$ cat config.mk
export PLATFORM = sky130hd
export DESIGN_NAME = alu_addsub_stage_flat
export DESIGN_NICKNAME = d
export VERILOG_FILES = /design/src/rtl/alu_addsub_stage_if.sv /design/src/rtl/alu_addsub_stage.sv /design/src/flat_wrapper.sv
export SDC_FILE = /design/constraint.sdc
export NUM_CORES = 1
export LEC_CHECK = 0
export CAP_MARGIN = 10
export CORE_ASPECT_RATIO = 0.8
export CORE_MARGIN = 1
export CORE_UTILIZATION = 35
export CTS_CLUSTER_DIAMETER = 150
export DETAILED_ROUTE_END_ITERATION = 8
export GPL_TIMING_DRIVEN = 0
export PLACE_DENSITY_LB_ADDON = 0.15
export RECOVER_POWER = 100
export SKIP_LAST_GASP = 1
export SYNTH_ARGS = -nofsm -noshare
export SYNTH_HDL_FRONTEND = slang
export SYNTH_SLANG_ARGS = --single-unit
$ cat constraint.sdc
create_clock -name clk_i -period 5.4 [get_ports clk_i]
set_clock_uncertainty 0.1 [all_clocks]
set_input_delay 1.35 -clock clk_i [delete_from_list [all_inputs] [get_ports clk_i]]
set_output_delay 1.35 -clock clk_i [all_outputs]
set_load 0.05 [all_outputs]
$ cat src/rtl/alu_addsub_stage_if.sv
// Bundle for the add/sub execute stage: upstream op handshake, adder drive/return
// and downstream result handshake. Signal names are seen from the stage's side.
interface alu_addsub_stage_if #(
  parameter int unsigned WIDTH = 32,
  parameter int unsigned TAG_W = 5
) ();
  logic             in_valid_i;
  logic             in_ready_o;
  logic [3:0]       op_i;
  logic [WIDTH-1:0] a_i;
  logic [WIDTH-1:0] b_i;
  logic [TAG_W-1:0] tag_i;

  logic [WIDTH-1:0] add_a_o;
  logic [WIDTH-1:0] add_b_o;
  logic             add_cin_o;
  logic [WIDTH-1:0] add_sum_i;
  logic             add_cout_i;
  logic             add_ovf_i;

  logic             out_valid_o;
  logic             out_ready_i;
  logic [WIDTH-1:0] result_o;
  logic             flag_o;
  logic             err_o;
  logic [TAG_W-1:0] tag_o;

  // Stage view
  modport slave (
    input  in_valid_i, op_i, a_i, b_i, tag_i,
    input  add_sum_i, add_cout_i, add_ovf_i,
    input  out_ready_i,
    output in_ready_o,
    output add_a_o, add_b_o, add_cin_o,
    output out_valid_o, result_o, flag_o, err_o, tag_o
  );

  // Environment view (upstream source, adder, downstream sink)
  modport master (
    output in_valid_i, op_i, a_i, b_i, tag_i,
    output add_sum_i, add_cout_i, add_ovf_i,
    output out_ready_i,
    input  in_ready_o,
    input  add_a_o, add_b_o, add_cin_o,
    input  out_valid_o, result_o, flag_o, err_o, tag_o
  );
endinterface

$ cat src/rtl/alu_addsub_stage.sv
// Two-stage execute stage that owns the external adder: S1 registers the op and drives
// the adder, S2 registers result/flag/err for writeback and branch resolution.
module alu_addsub_stage #(
  parameter int unsigned WIDTH = 32,
  parameter int unsigned TAG_W = 5
) (
  input  logic              clk_i,
  input  logic              rst_i,
  alu_addsub_stage_if.slave bus
);

  typedef enum logic [3:0] {
    OP_ADD  = 4'd0,
    OP_SUB  = 4'd1,
    OP_SLT  = 4'd2,
    OP_SLTU = 4'd3,
    OP_BEQ  = 4'd4,
    OP_BNE  = 4'd5,
    OP_BLT  = 4'd6,
    OP_BGE  = 4'd7,
    OP_BLTU = 4'd8,
    OP_BGEU = 4'd9
  } op_e;

  localparam logic [3:0] OP_LAST = 4'd9;

  // S1 state
  logic             v1_q,   v1_d;
  logic [3:0]       op1_q,  op1_d;
  logic [WIDTH-1:0] a1_q,   a1_d;
  logic [WIDTH-1:0] b1_q,   b1_d;
  logic [TAG_W-1:0] tag1_q, tag1_d;

  // S2 state
  logic             v2_q,   v2_d;
  logic [WIDTH-1:0] res_q,  res_d;
  logic             flag_q, flag_d;
  logic             err_q,  err_d;
  logic [TAG_W-1:0] tag2_q, tag2_d;

  logic             s2_free;
  logic             s1_adv;
  logic             in_ready;
  logic             accept;
  logic             legal;

  logic [WIDTH-1:0] add_a;
  logic [WIDTH-1:0] add_b;
  logic             add_cin;

  logic             eq;
  logic             ltu;
  logic             lt;
  logic [WIDTH-1:0] res_c;
  logic             flag_c;
  logic             err_c;

  // Handshake: S2 can take a new entry when empty or draining this cycle
  always_comb begin : handshake
    s2_free  = !v2_q || bus.out_ready_i;
    s1_adv   = v1_q && s2_free;
    in_ready = !v1_q || s1_adv;
    accept   = bus.in_valid_i && in_ready;
  end

  assign legal = (op1_q <= OP_LAST);

  always_comb begin : s1_next
    v1_d   = v1_q;
    op1_d  = op1_q;
    a1_d   = a1_q;
    b1_d   = b1_q;
    tag1_d = tag1_q;
    if (accept) begin
      v1_d   = 1'b1;
      op1_d  = bus.op_i;
      a1_d   = bus.a_i;
      b1_d   = bus.b_i;
      tag1_d = bus.tag_i;
    end else if (s1_adv) begin
      v1_d   = 1'b0;
    end
  end

  // Adder operands: subtract/compare as a + ~b + 1; quiet when idle or illegal
  always_comb begin : adder_drive
    add_a   = '0;
    add_b   = '0;
    add_cin = 1'b0;
    if (v1_q && legal) begin
      add_a = a1_q;
      if (op_e'(op1_q) == OP_ADD) begin
        add_b   = b1_q;
        add_cin = 1'b0;
      end else begin
        add_b   = ~b1_q;
        add_cin = 1'b1;
      end
    end
  end

  always_comb begin : cmp_flags
    eq  = (bus.add_sum_i == '0);
    ltu = !bus.add_cout_i;
    lt  = bus.add_sum_i[WIDTH-1] ^ bus.add_ovf_i;
  end

  always_comb begin : result_sel
    res_c  = '0;
    flag_c = 1'b0;
    err_c  = 1'b0;
    case (op_e'(op1_q))
      OP_ADD, OP_SUB: begin
        res_c  = bus.add_sum_i;
        flag_c = bus.add_cout_i;
      end
      OP_SLT: begin
        res_c  = WIDTH'(lt);
        flag_c = lt;
      end
      OP_SLTU: begin
        res_c  = WIDTH'(ltu);
        flag_c = ltu;
      end
      OP_BEQ: begin
        res_c  = bus.add_sum_i;
        flag_c = eq;
      end
      OP_BNE: begin
        res_c  = bus.add_sum_i;
        flag_c = !eq;
      end
      OP_BLT: begin
        res_c  = bus.add_sum_i;
        flag_c = lt;
      end
      OP_BGE: begin
        res_c  = bus.add_sum_i;
        flag_c = !lt;
      end
      OP_BLTU: begin
        res_c  = bus.add_sum_i;
        flag_c = ltu;
      end
      OP_BGEU: begin
        res_c  = bus.add_sum_i;
        flag_c = !ltu;
      end
      default: begin
        res_c  = '0;
        flag_c = 1'b0;
        err_c  = 1'b1;
      end
    endcase
  end

  always_comb begin : s2_next
    v2_d   = v2_q;
    res_d  = res_q;
    flag_d = flag_q;
    err_d  = err_q;
    tag2_d = tag2_q;
    if (s1_adv) begin
      v2_d   = 1'b1;
      res_d  = res_c;
      flag_d = flag_c;
      err_d  = err_c;
      tag2_d = tag1_q;
    end else if (bus.out_ready_i) begin
      v2_d   = 1'b0;
    end
  end

  always_ff @(posedge clk_i) begin : state_regs
    if (rst_i) begin
      v1_q   <= 1'b0;
      op1_q  <= '0;
      a1_q   <= '0;
      b1_q   <= '0;
      tag1_q <= '0;
      v2_q   <= 1'b0;
      res_q  <= '0;
      flag_q <= 1'b0;
      err_q  <= 1'b0;
      tag2_q <= '0;
    end else begin
      v1_q   <= v1_d;
      op1_q  <= op1_d;
      a1_q   <= a1_d;
      b1_q   <= b1_d;
      tag1_q <= tag1_d;
      v2_q   <= v2_d;
      res_q  <= res_d;
      flag_q <= flag_d;
      err_q  <= err_d;
      tag2_q <= tag2_d;
    end
  end

  assign bus.in_ready_o  = in_ready;
  assign bus.add_a_o     = add_a;
  assign bus.add_b_o     = add_b;
  assign bus.add_cin_o   = add_cin;
  assign bus.out_valid_o = v2_q;
  assign bus.result_o    = res_q;
  assign bus.flag_o      = flag_q;
  assign bus.err_o       = err_q;
  assign bus.tag_o       = tag2_q;

endmodule
$ cat src/flat_wrapper.sv
// flat-port wrapper written by rule: the top's interface ports become plain ports
module alu_addsub_stage_flat 
#(
  parameter int unsigned WIDTH = 32,
  parameter int unsigned TAG_W = 5
)
  (clk_i, rst_i, bus_in_valid_i, bus_op_i, bus_a_i, bus_b_i, bus_tag_i, bus_add_sum_i, bus_add_cout_i, bus_add_ovf_i, bus_out_ready_i, bus_in_ready_o, bus_add_a_o, bus_add_b_o, bus_add_cin_o, bus_out_valid_o, bus_result_o, bus_flag_o, bus_err_o, bus_tag_o);
  alu_addsub_stage_if #(.WIDTH(WIDTH), .TAG_W(TAG_W)) bus_i ();
  input  logic clk_i;
  input  logic rst_i;
  input wire logic [$bits(bus_i.in_valid_i)-1:0] bus_in_valid_i;
  input wire logic [$bits(bus_i.op_i)-1:0] bus_op_i;
  input wire logic [$bits(bus_i.a_i)-1:0] bus_a_i;
  input wire logic [$bits(bus_i.b_i)-1:0] bus_b_i;
  input wire logic [$bits(bus_i.tag_i)-1:0] bus_tag_i;
  input wire logic [$bits(bus_i.add_sum_i)-1:0] bus_add_sum_i;
  input wire logic [$bits(bus_i.add_cout_i)-1:0] bus_add_cout_i;
  input wire logic [$bits(bus_i.add_ovf_i)-1:0] bus_add_ovf_i;
  input wire logic [$bits(bus_i.out_ready_i)-1:0] bus_out_ready_i;
  output wire logic [$bits(bus_i.in_ready_o)-1:0] bus_in_ready_o;
  output wire logic [$bits(bus_i.add_a_o)-1:0] bus_add_a_o;
  output wire logic [$bits(bus_i.add_b_o)-1:0] bus_add_b_o;
  output wire logic [$bits(bus_i.add_cin_o)-1:0] bus_add_cin_o;
  output wire logic [$bits(bus_i.out_valid_o)-1:0] bus_out_valid_o;
  output wire logic [$bits(bus_i.result_o)-1:0] bus_result_o;
  output wire logic [$bits(bus_i.flag_o)-1:0] bus_flag_o;
  output wire logic [$bits(bus_i.err_o)-1:0] bus_err_o;
  output wire logic [$bits(bus_i.tag_o)-1:0] bus_tag_o;
  assign bus_i.in_valid_i = bus_in_valid_i;
  assign bus_i.op_i = bus_op_i;
  assign bus_i.a_i = bus_a_i;
  assign bus_i.b_i = bus_b_i;
  assign bus_i.tag_i = bus_tag_i;
  assign bus_i.add_sum_i = bus_add_sum_i;
  assign bus_i.add_cout_i = bus_add_cout_i;
  assign bus_i.add_ovf_i = bus_add_ovf_i;
  assign bus_i.out_ready_i = bus_out_ready_i;
  assign bus_in_ready_o = bus_i.in_ready_o;
  assign bus_add_a_o = bus_i.add_a_o;
  assign bus_add_b_o = bus_i.add_b_o;
  assign bus_add_cin_o = bus_i.add_cin_o;
  assign bus_out_valid_o = bus_i.out_valid_o;
  assign bus_result_o = bus_i.result_o;
  assign bus_flag_o = bus_i.flag_o;
  assign bus_err_o = bus_i.err_o;
  assign bus_tag_o = bus_i.tag_o;
  alu_addsub_stage #(.WIDTH(WIDTH), .TAG_W(TAG_W)) u_core (.clk_i(clk_i), .rst_i(rst_i), .bus(bus_i));
endmodule
Word level (Yosys, flattened, before mapping)
Cells that the tools add are included.
Widths: inputs -> output; s select.
{"block": "word_totals", "register_bits": 114, "wordCells": 53, "output_inout_bits": 106}
{"block": "classes", "n_bitwise": 2, "n_reduce_logical": 19, "magnitude_cmp": 1, "n_eq_ne": 9, "muxes": 12}
{"op": "$mux 32", "count": 3}
{"op": "$pmux 32 s3", "count": 1}
{"op": "$logic_not 32->1", "count": 1}
{"op": "$not 32->32", "count": 1}
{"op": "$eq 4x3->1 const B", "count": 4}
{"op": "$reduce_or 10->1", "count": 1}
{"op": "$eq 4x2->1 const B", "count": 2}
{"op": "$eq 4x4->1 const B", "count": 2}
{"op": "$reduce_or 8->1", "count": 1}
{"op": "$mux 1", "count": 7}
{"op": "$pmux 1 s6", "count": 1}
{"op": "$logic_not 1->1", "count": 5}
{"op": "$eq 4x1->1 const B", "count": 1}
{"op": "$le 4x4->1 const B", "count": 1}
{"op": "$logic_not 4->1", "count": 1}
{"op": "$reduce_bool 2->1", "count": 2}
{"op": "$reduce_or 2->1", "count": 2}
{"op": "$logic_and 1x1->1", "count": 3}
{"op": "$reduce_or 3->1", "count": 1}
{"op": "$logic_or 1x1->1", "count": 2}
{"op": "$xor 1x1->1", "count": 1}

Longest topological paths before layout
{"block": "depth", "word_depth": 6, "depth_mapped": 7, "depth_no_buf": 5}

Least setup slack after synthesis
OpenSTA, ideal clock, no wires.
{"block": "synth_timing", "path_type": "input-to-output", "start": "in bus_out_ready_i", "end": "out bus_in_ready_o", "arrival_time_ns": 1.909, "required_ns": 3.950, "setup_slack_ns": 2.041, "path_buffers": 0, "cell_stages": 2, "cell_sequence": "and2b_1 nand2_1"}
{"block": "synth_via", "elab_chain_cells": 3}
{"element": "start, declared", "line": "flat_wrapper.sv:19", "source": "input wire logic [$bits(bus_i.out_ready_i)-1:0] bus_out_ready_i;"}
{"element": "$logic_or 1x1->1", "line": "alu_addsub_stage.sv:60", "source": "s2_free = !v2_q || bus.out_ready_i;"}
{"element": "$logic_and 1x1->1", "line": "alu_addsub_stage.sv:61", "source": "s1_adv = v1_q && s2_free;"}
{"element": "$logic_or 1x1->1", "line": "alu_addsub_stage.sv:62", "source": "in_ready = !v1_q || s1_adv;"}
{"element": "end, declared", "line": "flat_wrapper.sv:20", "source": "output wire logic [$bits(bus_i.in_ready_o)-1:0] bus_in_ready_o;"}
Every way passes these cells.

Final worst setup path
{"block": "layout_timing", "start": "reg u_core.op1_q[0]", "end": "out bus_add_b_o[29]"}
{"block": "layout_via", "elab_chain_cells": 3, "word_cells_on_any_way": 5, "classes_between": "1 x order compare; 2 x mux; 2 x reduce/logical"}
{"element": "start, declared", "line": "alu_addsub_stage.sv:29", "source": "logic [3:0] op1_q, op1_d;"}
{"element": "start signal, assigned", "line": "alu_addsub_stage.sv:188", "source": "op1_q <= op1_d;"}
{"element": "$le 4x4->1 / $logic_not 4->1 (equally long branches)", "line": "alu_addsub_stage.sv:66, alu_addsub_stage.sv:92"}
{"element": "$logic_and 1x1->1 / $mux 32 (equally long branches)", "line": "alu_addsub_stage.sv:90, alu_addsub_stage.sv:92"}
{"element": "$mux 32 *", "line": "alu_addsub_stage.sv:90", "source": "if (v1_q && legal) begin"}
{"element": "end, declared", "line": "flat_wrapper.sv:22", "source": "output wire logic [$bits(bus_i.add_b_o)-1:0] bus_add_b_o;"}
Mark *: on every way between the ends. The rest lies on a longest branch, timed or not.

==> results.md <==
Timing:
- Measured against its own limit, the worst slew margin works out to 0.254.
- Setup repair after global routing left no endpoint under its margin.
- Setup violations remaining at the end of the flow were counted as 0.
- Hold is met by 0.347 ns.
- The count of endpoints failing hold in the final timing report is 0.
- Adding up every negative setup slack in the final design gives 0 ns.
- In the finished design, the share of the clock period the worst path needs comes to 0.861.
- The measured slew at the worst slew-check pin is 1.11 ns.
- The final-report max-slew violation count came to 0.
- The highest clock rate is 215 MHz.
- The minimum clock period after layout is 4.65 ns.

Routing:
- The average vias per placed instance is 4.78.
- In this run the remaining antenna-violating nets after routing total 0.
- After detailed routing, the number of remaining DRC violations is 0.
- For this block, the initial DRC count from the detailed router was 274.
- The total number of vias is 4953.
- The pre-antenna-repair detailed-routing pass consisted of 5 iterations.
- Wires add up to 15000 um.
- After detailed routing, the average wire length per cell comes to 14.5 um.

Synthesis:
- The share of async-settable or async-resettable flops after synthesis is 0.
- The post-synthesis cell area is 0.00480 mm^2.
- The most frequent cell after synthesis is sky130_fd_sc_hd__nand2_1.
- Synthesis inferred 114 register bits.
- By area the synthesized netlist is led by sky130_fd_sc_hd__dfxtp_1 48%, sky130_fd_sc_hd__nand2_1 13%, sky130_fd_sc_hd__a21oi_1 8.5%.
- The count of unique library cells instantiated by Yosys is 33.
- After synthesis, the most frequently instantiated cells are 162 x sky130_fd_sc_hd__nand2_1, 114 x sky130_fd_sc_hd__dfxtp_1, 82 x sky130_fd_sc_hd__a21oi_1.
- The count of synthesis-stage warnings from yosys is 0.
- The sequential fraction of the synthesis area is 0.475.
- The area share of the largest cell type after synthesis is 0.475.
- When the netlist entered floorplanning its net count stood at 725.
- In the synthesized netlist, the number of instances is 614.
- The largest total area in the synthesized netlist belongs to sky130_fd_sc_hd__dfxtp_1.
- The number of synthesized flops with an enable pin is 0.
- The average size of a mapped cell is 7.83 um^2.
- The predominant post-synthesis flop cell is sky130_fd_sc_hd__dfxtp_1.

Floorplanning:
- The height of the die is 107 um.
- During I/O placement, the number of pins put on the boundary was 217.
- The area of the core is 0.0131 mm^2.
- The die is 133 um wide.
- The area of the die is 0.0142 mm^2.
- The initial core utilization is 0.367.
- In this run the core area contains 37 standard-cell rows.

Place:
- The HPWL after detailed placement is 11500 um.
- The congestion estimate from routability-driven global placement came to 0.818.
- In this run the tool buffered the top-level ports with 215 buffer cells.

Critical path:
- The critical path class is register to primary output.
- The kind of start point of the critical path is a register.
- The origin of the critical flop-to-flop path is u_core.bus.out_valid_o.
- The worst register-to-register path ends at u_core.bus.result_o[20].
- In this run the worst path has a maximum fanout of 10.
- The number of cell instances on the worst register-to-register path is 6.
- At the worst endpoint, the required time is 3.95 ns.
- The critical-path cell with the highest stage delay is sky130_fd_sc_hd__nor4_2.
- The critical path goes through buf_4 > nor4_2 > buf_6 > xor2_1 > nor2_1 > dlygate4sd3_1.
- The register-to-register path setup slack is 3.48 ns.
- Data on the critical path arrives at its endpoint at 3.20 ns.
- The worst setup path is captured at a primary output.
- The highest cell delay on the worst timing path is 0.94 ns.

Clock network:
- The tree built by TritonCTS fans out to 114 sinks.
- The clock slew seen by the registers of the worst setup and hold paths is 0.05 ns.
- Gates resized during post-CTS repair numbered 0.
- The number of buffers added by the clock tree synthesis step is 17.
- Buffers added to address setup during post-CTS repair amount to 0.
- TritonCTS built the clock tree.
- The clock root buffer master is sky130_fd_sc_hd__clkbuf_16.
- For this design, the CTS-stage hold fixing added 0 buffers.
- The number of H-tree branching levels is 4.
- The largest buffer count on any clock path is 2.
- The insertion delay to the later sink of the worst-skew pair is 0.40 ns.

Power:
- The total power density per cell area is 332 mW/mm^2.
- Overall power consumption after layout is estimated at 2.59 mW.
- The peak ir drop on the vdd network is 0.000201 V.
- The analysis attributes to cell leakage a power of 3.42 nW.

Outcome:
- The run finished with clean final reports.

Finish:
- The growth of design area from synthesis to finish is 61.9%.
- The share of final-layout standard cells stronger than drive strength 1 is 0.0569.
- After filler insertion, the fill cell instance count of the layout stands at 1177.
- The number of nets in the layout is 959.
- The count of antenna diodes in the layout is 0.
- The final standard cell utilization of the core is 0.594.

Min path:
- The min-delay analysis places its worst path in the category register to register.
- The number of cells on the worst hold path is 2.
- The path with the worst hold slack has its endpoint at u_core.a1_q[0].
- The startpoint identified for the worst hold timing path is u_core.a1_q[0].

Flow run:
- The count of max-cap constraint violations is 0.

Global routing:
- The overall fraction of global-route tracks in use is 0.214.
- The number of antenna violations at the first check in global routing came to 0.
- In the global route stage, met3 resource usage came out at 0.0586.
- The total congestion overflow after global routing is 0.
- The first global-routing pass estimated 23800 um of wire.
- met2 is the most crowded layer.
- Entering global routing, the biggest net connects 17 pins.
- The met1 usage is 0.271.
- The met2 routing resource usage after global routing is 0.349.
- The via count of the first global-routing pass is 4865.
[state kept, by name, indices dropped and copies added, names as in the netlist]
register                count
u_core.bus.tag_o            5
u_core.a1_q                32
u_core.bus.out_valid_o      1
u_core.v1_q                 1
u_core.op1_q                4
u_core.bus.result_o        32
u_core.b1_q                32
u_core.bus.err_o            1
u_core.tag1_q               5
u_core.bus.flag_o           1
[layout by cell type, fill, tap and decap left out, types with 2 or more instances in the layout]
cell type,count
sky130_fd_sc_hd__o21ai_0,2
sky130_fd_sc_hd__bufinv_16,4
sky130_fd_sc_hd__nor4_1,9
sky130_fd_sc_hd__nand2_1,162
sky130_fd_sc_hd__o211ai_1,2
sky130_fd_sc_hd__nand3_1,3
sky130_fd_sc_hd__buf_6,4
sky130_fd_sc_hd__and3_1,32
sky130_fd_sc_hd__a21oi_1,82
sky130_fd_sc_hd__clkbuf_8,3
sky130_fd_sc_hd__dfxtp_1,114
sky130_fd_sc_hd__clkinv_2,2
sky130_fd_sc_hd__buf_2,12
sky130_fd_sc_hd__clkbuf_16,17
sky130_fd_sc_hd__a211oi_1,2
sky130_fd_sc_hd__xor2_1,33
sky130_fd_sc_hd__nor2_1,73
sky130_fd_sc_hd__clkbuf_1,38
sky130_fd_sc_hd__clkinvlp_4,3
sky130_fd_sc_hd__nand4_1,2
sky130_fd_sc_hd__a22oi_1,31
sky130_fd_sc_hd__dlygate4sd3_1,106
sky130_fd_sc_hd__clkdlybuf4s50_1,109
[metal layers]
layer,vias up,part of all wire
met4,0,0.014
met3,16,0.067
met2,170,0.47
met5,-,0
met1,2260,0.45
li1,2507,-
[through the flow]
stage,area [um^2],setup slack [ns],cells
floorplan,4800,2.04,614
global route,7780,0.590,1036
global placement,7180,0.978,1004
finish,7780,0.752,1036
detailed placement,7180,0.948,1004
CTS,7810,0.950,1036
[critical path: cells and delay by family (launching register included)]
kind	cells	cell delay, ns
and+or+nand+nor	2	1.08
DFF	1	0.29
buffers and inverters	3	1.32
xor gates and xnor gates	1	0.09
[power breakdown]
| part | total [mW] | internal, mW | leakage [nW] | switching [mW] |
|---|---|---|---|---|
| clock | 1.18 | 0.807 | 0.299 | 0.378 |
| sequential | 0.911 | 0.888 | 0.936 | 0.0233 |
| combinational | 0.490 | 0.191 | 2.18 | 0.298 |
[final cells by class]
| cell class | count | area, um^2 | share of cell area |
|---|---|---|---|
| flip-flops and latches | 114 | 2280 | 0.293 |
| multi-input cells | 446 | 2240 | 0.288 |
| repair buffers | 215 | 2150 | 0.277 |
| clock buffers | 23 | 478 | 0.0615 |
| plain buffers | 52 | 244 | 0.0314 |
| well taps | 175 | 219 | 0.0282 |
| clock inverters | 9 | 153 | 0.0196 |
| inverters | 2 | 7.51 | 0.000965 |
[how the worst max path moves through the flow]
stage	endpoint	cells past startpoint	start
3_3_place_gp	bus_in_ready_o	4	bus_out_ready_i
6_report	bus_add_b_o[29]	6	u_core.op1_q[0]
5_1_grt	bus_add_b_o[28]	6	u_core.op1_q[0]
3_5_place_dp	bus_in_ready_o	4	bus_out_ready_i
4_1_cts	bus_in_ready_o	4	bus_out_ready_i
2_1_floorplan	bus_in_ready_o	2	bus_out_ready_i
[logic make-up (layout without fill, tap and decap cells)]
kind of cell | count (synthesis) | count (layout) | share of synthesized area
buffers and inverters | 54 | 301 | 0.0555
flip-flops | 114 | 114 | 0.475
XOR/XNOR | 34 | 34 | 0.0620
AO/OA/AOI/OAI | 125 | 125 | 0.154
AND/OR/NAND/NOR | 287 | 287 | 0.254
(Power assumes the default switching activity.)
